**src/rtl/id_hazard_forward_unit_pkg.sv**
```systemverilog
// Shared definitions for the ID-stage hazard detection and forwarding unit:
// forwarding-mux select codes and the stall controller state encoding.
package id_hazard_forward_unit_pkg;

  localparam logic [1:0] FWD_REG   = 2'b00;
  localparam logic [1:0] FWD_IDEX  = 2'b01;
  localparam logic [1:0] FWD_EXMEM = 2'b10;
  localparam logic [1:0] FWD_WB    = 2'b11;

  typedef enum logic {
    IDLE  = 1'b0,
    STALL = 1'b1
  } state_e;

endpackage

```
**src/rtl/id_hazard_forward_unit_fwd_src_match.sv**
```systemverilog
// Per-operand producer matching: forwarding select code and the number of
// stall cycles this operand needs before its data can be consumed in ID.
module fwd_src_match
  import id_hazard_forward_unit_pkg::*;
#(
  parameter int REG_ADDR_W = 3
) (
  input  logic [REG_ADDR_W-1:0] src_i,
  input  logic                  used_i,
  input  logic                  is_branch_i,
  input  logic [REG_ADDR_W-1:0] id_ex_rd_i,
  input  logic                  id_ex_regwrite_i,
  input  logic                  id_ex_memread_i,
  input  logic [REG_ADDR_W-1:0] ex_mem_rd_i,
  input  logic                  ex_mem_regwrite_i,
  input  logic                  ex_mem_memread_i,
  input  logic [REG_ADDR_W-1:0] wb_rd_i,
  input  logic                  wb_regwrite_i,
  output logic [1:0]            fwd_sel_o,
  output logic [1:0]            req_o
);

  logic match_idex;
  logic match_exmem;
  logic match_wb;

  // Register 0 is hardwired, so a write to it is never a real producer.
  assign match_idex  = (id_ex_rd_i  == src_i) && (id_ex_rd_i  != '0) && id_ex_regwrite_i  && used_i;
  assign match_exmem = (ex_mem_rd_i == src_i) && (ex_mem_rd_i != '0) && ex_mem_regwrite_i && used_i;
  assign match_wb    = (wb_rd_i     == src_i) && (wb_rd_i     != '0) && wb_regwrite_i     && used_i;

  // NOTE: every output of a combinational block gets a default first, so no path leaves it unassigned (no latch).
  always_comb begin
    fwd_sel_o = FWD_REG;
    if (match_idex)       fwd_sel_o = FWD_IDEX;
    else if (match_exmem) fwd_sel_o = FWD_EXMEM;
    else if (match_wb)    fwd_sel_o = FWD_WB;
  end

  always_comb begin
    req_o = 2'd0;
    if (is_branch_i) begin
      if (match_idex && id_ex_memread_i)         req_o = 2'd2;
      else if (match_exmem && ex_mem_memread_i)  req_o = 2'd1;
    end else if (match_idex && id_ex_memread_i) begin
      req_o = 2'd1;
    end
  end

endmodule

```
**src/rtl/id_hazard_forward_unit.sv**
```systemverilog
// ID-stage forwarding control with load-use stall sequencing: per-source
// matching, worst-case stall reduction, IDLE/STALL controller and stall statistics.
module id_hazard_forward_unit
  import id_hazard_forward_unit_pkg::*;
#(
  parameter int REG_ADDR_W = 3,
  parameter int NUM_SRC    = 2,
  parameter int STAT_W     = 16
) (
  input  logic                          clk,
  input  logic                          rst_n,
  input  logic [NUM_SRC*REG_ADDR_W-1:0] id_src_i,
  input  logic [NUM_SRC-1:0]            id_src_used_i,
  input  logic                          id_is_branch_i,
  input  logic                          id_flush_i,
  input  logic [REG_ADDR_W-1:0]         id_ex_rd_i,
  input  logic                          id_ex_regwrite_i,
  input  logic                          id_ex_memread_i,
  input  logic [REG_ADDR_W-1:0]         ex_mem_rd_i,
  input  logic                          ex_mem_regwrite_i,
  input  logic                          ex_mem_memread_i,
  input  logic [REG_ADDR_W-1:0]         wb_rd_i,
  input  logic                          wb_regwrite_i,
  input  logic                          stat_clr_i,
  output logic [NUM_SRC*2-1:0]          fwd_sel_o,
  output logic                          stall_o,
  output logic [STAT_W-1:0]             stall_cycles_o
);

  logic [NUM_SRC-1:0][1:0] req;
  logic [1:0]              need;
  state_e                  state_q, state_d;
  logic [1:0]              cnt_q, cnt_d;
  logic [STAT_W-1:0]       stall_cycles_q;

  for (genvar g = 0; g < NUM_SRC; g++) begin : g_src
    fwd_src_match #(.REG_ADDR_W(REG_ADDR_W)) u_match (
      .src_i             (id_src_i[g*REG_ADDR_W +: REG_ADDR_W]),
      .used_i            (id_src_used_i[g]),
      .is_branch_i       (id_is_branch_i),
      .id_ex_rd_i        (id_ex_rd_i),
      .id_ex_regwrite_i  (id_ex_regwrite_i),
      .id_ex_memread_i   (id_ex_memread_i),
      .ex_mem_rd_i       (ex_mem_rd_i),
      .ex_mem_regwrite_i (ex_mem_regwrite_i),
      .ex_mem_memread_i  (ex_mem_memread_i),
      .wb_rd_i           (wb_rd_i),
      .wb_regwrite_i     (wb_regwrite_i),
      .fwd_sel_o         (fwd_sel_o[g*2 +: 2]),
      .req_o             (req[g])
    );
  end

  always_comb begin
    need = 2'd0;
    for (int i = 0; i < NUM_SRC; i++) begin
      if (req[i] > need) need = req[i];
    end
  end

  // Detection only arms the controller from IDLE; once stalling, cnt alone
  // decides when the stall ends, and a flush aborts it in any state.
  always_comb begin
    state_d = state_q;
    cnt_d   = cnt_q;
    stall_o = 1'b0;
    case (state_q)
      IDLE: begin
        stall_o = (need != 2'd0) && !id_flush_i;
        if (stall_o) begin
          cnt_d   = need - 2'd1;
          state_d = (need != 2'd1) ? STALL : IDLE;
        end
      end
      STALL: begin
        stall_o = !id_flush_i;
        if ((cnt_q == 2'd1) || id_flush_i) begin
          state_d = IDLE;
          cnt_d   = 2'd0;
        end else begin
          cnt_d = cnt_q - 2'd1;
        end
      end
      default: begin
        state_d = IDLE;
        cnt_d   = 2'd0;
      end
    endcase
  end

  // NOTE: sequential state uses non-blocking assignments so all registers update from pre-edge values.
  always_ff @(posedge clk or negedge rst_n) begin
    if (!rst_n) begin
      state_q <= IDLE;
      cnt_q   <= 2'd0;
    end else begin
      state_q <= state_d;
      cnt_q   <= cnt_d;
    end
  end

  always_ff @(posedge clk or negedge rst_n) begin
    if (!rst_n) begin
      stall_cycles_q <= '0;
    end else if (stat_clr_i) begin
      stall_cycles_q <= '0;
    end else if (stall_o && (stall_cycles_q != '1)) begin
      stall_cycles_q <= stall_cycles_q + 1'b1;
    end
  end

  assign stall_cycles_o = stall_cycles_q;

endmodule

```
**config.mk**
```make
export PLATFORM = sky130hd
export DESIGN_NAME = id_hazard_forward_unit
export DESIGN_NICKNAME = d
export VERILOG_FILES = /design/src/rtl/id_hazard_forward_unit_pkg.sv /design/src/rtl/id_hazard_forward_unit_fwd_src_match.sv /design/src/rtl/id_hazard_forward_unit.sv
export SDC_FILE = /design/constraint.sdc
export NUM_CORES = 1
export LEC_CHECK = 0
export ABC_AREA = 0
export CORE_MARGIN = 5
export CORE_UTILIZATION = 42
export CTS_CLUSTER_SIZE = 12
export DETAILED_ROUTE_END_ITERATION = 12
export GPL_ROUTABILITY_DRIVEN = 0
export PLACE_DENSITY = 0.77
export SLEW_MARGIN = 20
export SYNTH_ARGS = -nofsm -noshare
export SYNTH_HDL_FRONTEND = slang
export SYNTH_SLANG_ARGS = --single-unit
```
**constraint.sdc**
```tcl
create_clock -name clk -period 4.5 [get_ports clk]
set_clock_uncertainty 0.05 [all_clocks]
set_input_delay 0.9 -clock clk [delete_from_list [all_inputs] [get_ports clk]]
set_output_delay 0.9 -clock clk [all_outputs]
set_load 0.02 [all_outputs]
```
# Word level (Yosys, flattened, before mapping)
# Index checks and enable logic that the tools add are counted.
# op_classes
n_addsub	3
n_lt_le_gt_ge	2
n_eq_ne	10
mux	26
n_bitwise	1
n_reduce_logical	31
# ops
op	count
2-to-1 mux 16 bit	2
2-to-1 mux 2 bit	14
logical AND 1 bit	24
== test 3 bit	6
adder 16 x 1 -> 16 bit (second input constant)	1
!= test 16 bit (second input constant)	1
nonzero test 3 bit	3
2-to-1 mux 1 bit	7
one-hot mux 1 bit (2 select lines)	2
one-hot mux 2 bit (2 select lines)	1
nonzero test 2 bit	2
subtractor 2 x 1 -> 2 bit (second input constant)	2
== test 2 x 1 -> 1 bit (second input constant)	1
greater-than comparator 2 x 1 -> 1 bit (second input constant)	1
greater-than comparator 2 bit	1
!= test 2 x 1 -> 1 bit (second input constant)	1
!= test 2 bit (second input constant)	1
zero test 1 bit	1
logical OR 1 bit	1
inverter 1 bit	1
# totals
regBits	19
inputBits	27
output_inout_bits	21
word_cells	76

# Logic depth before layout (Yosys ltp)
# Gate-level depths: netlist (run 1).
# depth
depth_word	18
mapped_depth	19
depth_no_buf	18

# Modules after synthesis
# A second synthesis (run 1) with hierarchy kept.
# unflattened
cells_unflattened	183
area_unflattened_um2	1635.3
# modules_own_cells
module	instances	cells_each	area_each_um2	seq_area_each_um2
id_hazard_forward_unit	1	119	1154.9	475.5
fwd_src_match	2	32	240.2	0.0

# Worst setup path after synthesis (run 1)
# OpenSTA, ideal clock, no wires.
# synth_timing
path_kind	input to output
startpoint	input port id_src_i[2]
endpoint	output port stall_o
arrival_time_ns	3.847
required_ns	3.550
setup_slack_ns	-0.297
cell_stages	14
path_buffers	1
cell_sequence	buf_6 or3b_2 a211oi_1 o211a_1 nand2_1 ha_1 nor2_1 o22ai_1 or4b_1 o311ai_2 inv_1 ha_1 a21o_1 inv_1
# synth_via
elab_chain_cells	15
word_cells_on_any_way	21
cone_classes	order compare: 2; eq/ne: 2; mux: 7; reduce/logical: 10
# synth_lines
element	line_no	source
from (decl)	id_hazard_forward_unit.sv:12	input logic [NUM_SRC*REG_ADDR_W-1:0] id_src_i,
== test 3 bit	id_hazard_forward_unit_fwd_src_match.sv:29	assign match_exmem = (ex_mem_rd_i == src_i) && (ex_mem_rd_i != '0) && ex_mem_regwrite_i && used_i;
logical AND 1 bit (3 in a row)	id_hazard_forward_unit_fwd_src_match.sv:29	
logical AND 1 bit	id_hazard_forward_unit_fwd_src_match.sv:44	else if (match_exmem && ex_mem_memread_i) req_o = 2'd1;
2-to-1 mux 1 bit	id_hazard_forward_unit_fwd_src_match.sv:44	
2-to-1 mux 2 bit	id_hazard_forward_unit_fwd_src_match.sv:43	if (match_idex && id_ex_memread_i) req_o = 2'd2;
2-to-1 mux 2 bit *	id_hazard_forward_unit_fwd_src_match.sv:42	if (is_branch_i) begin
greater-than comparator 2 x 1 -> 1 bit	id_hazard_forward_unit.sv:57	if (req[i] > need) need = req[i];
2-to-1 mux 2 bit *	id_hazard_forward_unit.sv:57	
greater-than comparator 2 bit	id_hazard_forward_unit.sv:57	
2-to-1 mux 2 bit *	id_hazard_forward_unit.sv:57	
nonzero test 2 bit *	id_hazard_forward_unit.sv:69	stall_o = (need != 2'd0) && !id_flush_i;
logical AND 1 bit *	id_hazard_forward_unit.sv:69	
one-hot mux 1 bit (2 select lines) *	id_hazard_forward_unit.sv:67	case (state_q)
to (decl)	id_hazard_forward_unit.sv:26	output logic stall_o,
# Mark *: on every way between the ends. The rest lies on a longest branch, timed or not.

# Final worst setup path (run 1)
# layout_timing
startpoint	input port id_ex_rd_i[2]
endpoint	output port stall_o
# layout_via
elab_chain_cells	14
word_cells_on_any_way	24
cone_classes	order compare: 2; eq/ne: 2; mux: 9; reduce/logical: 11
# layout_lines
element	line_no	source
from (decl)	id_hazard_forward_unit.sv:16	input logic [REG_ADDR_W-1:0] id_ex_rd_i,
== test 3 bit or nonzero test 3 bit (tied branches)	id_hazard_forward_unit_fwd_src_match.sv:28	assign match_idex = (id_ex_rd_i == src_i) && (id_ex_rd_i != '0) && id_ex_regwrite_i && used_i;
logical AND 1 bit (3 in a row)	id_hazard_forward_unit_fwd_src_match.sv:28	
logical AND 1 bit	id_hazard_forward_unit_fwd_src_match.sv:43, id_hazard_forward_unit_fwd_src_match.sv:45	
2-to-1 mux 1 bit or 2-to-1 mux 2 bit (tied branches)	id_hazard_forward_unit_fwd_src_match.sv:45, id_hazard_forward_unit_fwd_src_match.sv:43	
2-to-1 mux 2 bit	id_hazard_forward_unit_fwd_src_match.sv:42	
greater-than comparator 2 x 1 -> 1 bit	id_hazard_forward_unit.sv:57	
2-to-1 mux 2 bit	id_hazard_forward_unit.sv:57	
greater-than comparator 2 bit	id_hazard_forward_unit.sv:57	
2-to-1 mux 2 bit *	id_hazard_forward_unit.sv:57	
nonzero test 2 bit *	id_hazard_forward_unit.sv:69	
logical AND 1 bit *	id_hazard_forward_unit.sv:69	
one-hot mux 1 bit (2 select lines) *	id_hazard_forward_unit.sv:67	
# Marked as above.

==> flow_metrics.py, run 1 <==
metrics = {
    "run_status": {
        "outcome": "finished, violations left",
        "violations": "setup timing",
    },
    "yosys": {
        "synth_top_cell_area_share_pct": 31.59,
        "syn_area_um2": 1505,
        "synth_area_per_cell_um2": 8.456,
        "syn-num-nets": 212,
        "synth_top_family_by_area": "simple AND/OR/NAND/NOR gates",
        "muxShareOfSynthArea_pct": 0.7481,
        "synth_simple_gate_area_share_pct": 27.51,
        "synth-edff-count": 0,
        "synth-compound-area-share_pct": 13.72,
        "synthCells": 178,
        "ys_ff_latch": 19,
        "synth_area_leaders": "dfrtp_1 32%, xor2_1 9.3%, xnor2_1 7.0%",
        "ys_warn_count": 0,
        "synth_top_area_cell": "dfrtp_1",
        "synth_xor_area_share_pct": 16.29,
        "yosysMostFrequentCell": "nor2_1",
        "synth-main-ff-cell": "dfrtp_1",
        "seq_area_frac_synth_pct": 31.59,
        "synthAdderAreaFrac_pct": 5.819,
        "yosysUniqueCellTypes": 44,
        "yosys-top-cells-count": "24 x nor2_1, 19 x dfrtp_1, 16 x xor2_1",
        "synth-async-reset-ratio_pct": 100.0,
    },
    "layout": {
        "final_nets": 304,
        "syn2layout_area_growth_pct": 69.33,
        "diodes": 0,
        "final_cells": 315,
        "fillers": 233,
        "layout-drive-gt1-share_pct": 34.94,
    },
    "critical_path": {
        "path_max_fanout": 4,
        "critical_path_buf_inv_count": 5,
        "crit_slowest_cell": "or4b_4",
        "slowest_delay_ps": 490,
        "cp.required_ps": 3550,
        "path_cells": "buf_6 -> or3b_4 -> a211oi_4 -> o211a_4 -> o31ai_4 -> ha_4 -> inv_2 -> o22ai_2 -> or4b_4 -> o311ai_4 -> inv_1 -> ha_2 -> a21o_1 -> inv_2 -> buf_6",
        "endpoint_kind": "primary output",
        "crit_family": "compound AO/OA/AOI/OAI gates",
        "startpoint_type": "input port",
        "arrival_ps": 3620,
        "worst-setup-path-type": "input port to primary output",
    },
    "sta": {
        "fin_ws_ps": -69.95,
        "rsz0062_at_grt": "true",
        "max_slew_margin_pct": 31.62,
        "hold_viol": 0,
        "fmax_ghz": 0.2188,
        "fin_crit_sh_pct": 101.6,
        "period_needed_ps": 4570,
        "slew_violations": 0,
        "tightestPinTransition_ps": 1016,
        "setup_violations": 1,
        "setup_tns_ps": -69.95,
    },
    "global_route": {
        "grt_pass1_vias": 1714,
        "antenna_found_initial": 0,
        "overflow": 0,
        "track_usage_pct": 18.31,
        "grt_max_degree": 20,
        "grt_pass1_wl_mm": 7.417,
    },
    "floorplan": {
        "initial_core_util_pct": 44.07,
        "ios": 48,
        "design.die.area_um2": 4881,
        "core_um2": 3416,
        "fp-row-count": 21,
        "die_x_um": 69.87,
        "die_y_um": 69.87,
    },
    "power_and_ir_drop": {
        "combPwrFrac_pct": 33.8,
        "swShare_pct": 30.43,
        "switchingPower_mw": 0.1256,
        "seq_power_share_pct": 45.0,
        "p_int_mw": 0.2872,
        "totalPowerFinal_mw": 0.4129,
        "vdd_drop_max_v": 0.0001066,
        "cellLeakagePower_nw": 1.140,
        "power_density_nw_per_um2": 162.0,
        "clkPwrFrac_pct": 21.2,
    },
    "drt": {
        "detail-route-antenna-nets": 0,
        "route.detailed.drc": 0,
        "num_vias": 1647,
        "post_drt_via_cell_ratio": 5.229,
        "wl_per_cell_um": 14.46,
        "first_pass_iters": 4,
        "drtIter0Drc": 114,
        "routed_wl_mm": 4.555,
    },
    "hold_path": {
        "hold_path.class": "flop to flop",
    },
    "clocking": {
        "cts_tree": "done",
        "htree_levels": 1,
        "clockBufferDepth": 2,
        "clk_pin_slew_worst_paths_ps": 100,
        "cts-root-buf": "clkbuf_4",
        "clock_latency_ps": 310,
        "ctsHoldBuffers": 0,
        "clock_sinks": 19,
        "cts_buffers": 3,
    },
    "placed_design": {
        "hpwlAfterDp_mm": 3.432,
        "numPortBuffers": 47,
        "place_inst": 303,
    },
    "run": {
        "drv_cap": 0,
    },
}
[stage by stage]
step	worst slack [ps]	util [%]	hold WS [ps]	cell area, um2
6_report	-69.95	74.62	533.1	2549
5_1_grt	-207.9	74.62	590.6	2549
4_1_cts	-106.3	71.32	539.2	2436
3_5_place_dp	-953.6	68.53	513.2	2341
3_3_place_gp	-880.6	68.53	502.8	2341
2_1_floorplan	-113.8	-	522.5	1570
[layer usage]
metal | routed length, um | track usage [%]
met1 | 1771 | 19.26
met2 | 2524 | 35.89
met3 | 176 | 3.730
met4 | 82 | 5.532
met5 | 0 | 0
[worst paths after layout]
kind,from,endpoint,slack (ps),cells after the start
hold reg to reg,stall_cycles_o[13],stall_cycles_o[13],530,2
min in group asynchronous,rst_n,cnt_q[0],1020,1
max in group asynchronous,rst_n,stall_cycles_o[13],2830,1
setup reg to reg,stall_cycles_o[10],stall_cycles_o[9],1950,7
hold / removal,stall_cycles_o[13],stall_cycles_o[13],530,2
setup / recovery,id_ex_rd_i[2],stall_o,-70,15
[power by group through the flow]
stage / Combinational (mW) / Clock (mW) / Sequential, mW
2_1_floorplan: 0.0665 / 0 / 0.187
3_3_place_gp: 0.127 / 0 / 0.189
6_report: 0.140 / 0.0874 / 0.186
5_1_grt: 0.156 / 0.0986 / 0.187
4_1_cts: 0.133 / 0.0916 / 0.186
3_5_place_dp: 0.131 / 0 / 0.189
[worst reg2reg max path, cell delays in order, from the launching register on]
cell      delay [ps]
dfrtp_1          460
nand4_1          270
nor4_1           930
a311oi_4         200
buf_4            210
nand4_1          100
xor2_1           150
nor2_1            50
[flip-flops by register name, summed over array words and instances, names as in the netlist]
| register | cells |
|---|---|
| state_q | 1 |
| cnt_q | 2 |
| stall_cycles_o | 16 |
[cells by family after synthesis]
| kind of cell | Yosys count |
|---|---|
| and+or+nand+nor | 83 |
| muxes | 1 |
| buffers and inverters | 15 |
| adders and majority gates | 7 |
| DFF | 19 |
| xor gates and xnor gates | 28 |
| AOI/OAI and AO/OA | 25 |
[cell usage in the layout (no fill, tap or decap), types with 3 or more instances in the layout]
| cell type | count |
|---|---|
| clkbuf_2 | 4 |
| nor3_1 | 4 |
| dlygate4sd2_1 | 6 |
| dfrtp_1 | 19 |
| buf_4 | 42 |
| xor2_1 | 16 |
| buf_6 | 6 |
| a21oi_1 | 3 |
| clkdlybuf4s50_1 | 31 |
| nor2_1 | 23 |
| inv_1 | 9 |
| ha_1 | 3 |
| and3_1 | 3 |
| clkbuf_4 | 3 |
| nand2_1 | 12 |
| nand3_1 | 12 |
| xnor2_1 | 11 |
| nand4_1 | 8 |
[repair_timing]
action | CTS | global route
pin swaps | 15 | 18
resized for setup | 44 | 30
endpoints found under the setup margin | 14 | 14
buffers inserted | 6 | 2
[layout make-up]
type,instances,area (um2),area share (%)
repair buffers,91,780.7,30.63
clock inverters,1,5.005,0.1964
inverters,11,41.29,1.620
well taps,46,57.56,2.258
flip-flops and latches,19,475.5,18.65
clock buffers,3,22.52,0.8837
multi-input cells,144,1166,45.75
Note: power is estimated with default switching activity, not from simulation.
==> inputs of run 2 (changes only) <==
--- a/config.mk
+++ b/config.mk
@@ -6,12 +6,14 @@
 export NUM_CORES = 1
 export LEC_CHECK = 0
 export ABC_AREA = 0
+export CELL_PAD_IN_SITES_DETAIL_PLACEMENT = 2
+export CELL_PAD_IN_SITES_GLOBAL_PLACEMENT = 2
 export CORE_MARGIN = 5
-export CORE_UTILIZATION = 42
+export CORE_UTILIZATION = 24
 export CTS_CLUSTER_SIZE = 12
 export DETAILED_ROUTE_END_ITERATION = 12
 export GPL_ROUTABILITY_DRIVEN = 0
-export PLACE_DENSITY = 0.77
+export PLACE_DENSITY_LB_ADDON = 0.1
 export SLEW_MARGIN = 20
 export SYNTH_ARGS = -nofsm -noshare
 export SYNTH_HDL_FRONTEND = slang
==> run 2 against run 1 <==
The run still ends with setup timing left. Die area is 63% higher. Register-to-register slack worse by 50 ps. Non-clock buffer count is 17 higher. Critical endpoint unchanged.
==> flow_metrics.py, run 2 (same netlist as run 1, synthesis figures left out) <==
metrics = {
    "drt": {
        "routed_wl_mm": 6.141,
        "num_vias": 1736,
        "detail-route-antenna-nets": 0,
        "post_drt_via_cell_ratio": 4.809,
        "drtIter0Drc": 11,
        "first_pass_iters": 2,
        "wl_per_cell_um": 17.01,
        "route.detailed.drc": 0,
    },
    "layout": {
        "final_area_um2": 2693,
        "syn2layout_area_growth_pct": 78.89,
        "diodes": 0,
        "final_common_cell": "buf_4",
        "layout_common_cells": "59 x buf_4, 30 x clkdlybuf4s50_1, 23 x nor2_1, 19 x dfrtp_1, 16 x xor2_1",
        "multi_input_area_um2": 1116,
        "largest_reg_flops": 16,
        "seqCellArea_um2": 475.5,
        "final_nets": 321,
        "fillers": 653,
        "post-route-util_pct": 44.68,
        "final_cells": 361,
        "layout-drive-gt1-share_pct": 36.36,
    },
    "global_route": {
        "track_usage_pct": 16.88,
        "grt_pass1_vias": 1988,
        "grt_pass1_wl_mm": 10.14,
        "overflow": 0,
        "antenna_found_initial": 0,
        "grt_max_degree": 20,
    },
    "hold_path": {
        "hold_path.class": "flop to flop",
    },
    "floorplan": {
        "initial_core_util_pct": 24.98,
        "core_um2": 6026,
        "ios": 48,
        "design.die.area_um2": 7956,
        "die_x_um": 89.20,
        "die_y_um": 89.20,
        "fp-row-count": 28,
    },
    "placed_design": {
        "place_inst": 337,
        "hpwlAfterDp_mm": 4.773,
        "post-place-ws_ps": -1168,
        "placed_cell_area_um2": 2415,
        "numPortBuffers": 47,
    },
    "critical_path": {
        "slowest_delay_ps": 500,
        "worst-setup-path-type": "input port to primary output",
        "path_max_fanout": 4,
        "crit_slowest_cell": "or4b_4",
        "startpoint_type": "input port",
        "endpoint_kind": "primary output",
        "cp.required_ps": 3550,
        "path_cells": "buf_8 -> or3b_4 -> a211oi_4 -> o211a_1 -> o31ai_2 -> ha_2 -> inv_2 -> o22ai_2 -> or4b_4 -> o311ai_4 -> inv_1 -> ha_2 -> a21o_1 -> inv_2 -> buf_6",
        "crit_family": "compound AO/OA/AOI/OAI gates",
        "critical_path_buf_inv_count": 5,
        "arrival_ps": 3750,
    },
    "sta": {
        "slew_violations": 0,
        "hold_slack_ps": 534.1,
        "rsz0062_at_grt": "true",
        "fin_crit_sh_pct": 104.5,
        "fin_ws_ps": -200.7,
        "fmax_ghz": 0.2127,
        "period_needed_ps": 4701,
        "max_slew_margin_pct": 30.39,
        "hold_viol": 0,
        "tightestPinTransition_ps": 1035,
        "setup_tns_ps": -200.7,
        "setup_violations": 1,
    },
    "run_status": {
        "outcome": "finished, violations left",
        "violations": "setup timing",
    },
    "clocking": {
        "cts_buffers": 3,
        "ctsHoldBuffers": 0,
        "clock_latency_ps": 270,
        "clock_sinks": 19,
        "cts_tree": "done",
        "clk_pin_slew_worst_paths_ps": 70,
        "cts-root-buf": "clkbuf_8",
        "clockBufferDepth": 2,
        "htree_levels": 1,
    },
    "run": {
        "drv_cap": 0,
    },
    "power_and_ir_drop": {
        "totalPowerFinal_mw": 0.4701,
        "cellLeakagePower_nw": 1.226,
        "power_density_nw_per_um2": 174.6,
        "vdd_drop_max_v": 0.0001121,
    },
}
-- run 2: per-layer routing --
layer  share of wire [%]  GRT usage (%)  vias to the layer above
met5                   0              0                        -
met4                 2.9          7.037                        0
met3                 3.1          2.396                        9
met2                  57          33.49                       35
met1                  37          17.33                      849
li1                    -              -                      843
-- run 2: power by group --
| group | internal, mW | switching [mW] | total [mW] |
|---|---|---|---|
| sequential | 0.180 | 0.00548 | 0.186 |
| clock | 0.0633 | 0.0617 | 0.125 |
| combinational | 0.0822 | 0.0772 | 0.159 |
-- run 2: final cells by class --
class                      instances  area share, %
tap                               75          3.485
clock buffer                       4          1.673
timing repair buffer             108          34.20
inverter                          11          1.533
sequential                        19          17.66
multi-input combinational        144          41.45
-- run 2: timing repair --
action,CTS,global route
endpoints found under the setup margin,15,12
pin swaps,17,15
setup buffers,14,6
hold endpoints to repair,0,0
gates resized for setup,63,13
-- run 2: tightest hold or removal path: cells and delay by family (launching register included) --
family | cells | cell delay (ps)
xor+xnor | 1 | 80
flops | 1 | 380
simple gates | 1 | 80
-- run 2: final timing paths --
kind	startpoint	end	slack, ps	depth (start not counted)
min in group asynchronous	rst_n	stall_cycles_o[11]	1070	1
max in group asynchronous	rst_n	stall_cycles_o[15]	2790	1
worst max-delay path	id_ex_rd_i[2]	stall_o	-200	15
worst min-delay path	stall_cycles_o[13]	stall_cycles_o[13]	530	2
worst max register to register	stall_cycles_o[10]	stall_cycles_o[9]	1900	7
worst min register to register	stall_cycles_o[13]	stall_cycles_o[13]	530	2
==> inputs of run 3 (changes only) <==
--- a/config.mk
+++ b/config.mk
@@ -6,14 +6,12 @@
 export NUM_CORES = 1
 export LEC_CHECK = 0
 export ABC_AREA = 0
-export CELL_PAD_IN_SITES_DETAIL_PLACEMENT = 2
-export CELL_PAD_IN_SITES_GLOBAL_PLACEMENT = 2
 export CORE_MARGIN = 5
-export CORE_UTILIZATION = 24
+export CORE_UTILIZATION = 42
 export CTS_CLUSTER_SIZE = 12
 export DETAILED_ROUTE_END_ITERATION = 12
 export GPL_ROUTABILITY_DRIVEN = 0
-export PLACE_DENSITY_LB_ADDON = 0.1
+export PLACE_DENSITY = 0.77
 export SLEW_MARGIN = 20
 export SYNTH_ARGS = -nofsm -noshare
 export SYNTH_HDL_FRONTEND = slang
==> results of run 3 <==
Same layout as run 1: the final DEF is identical, and so are final timing and power.
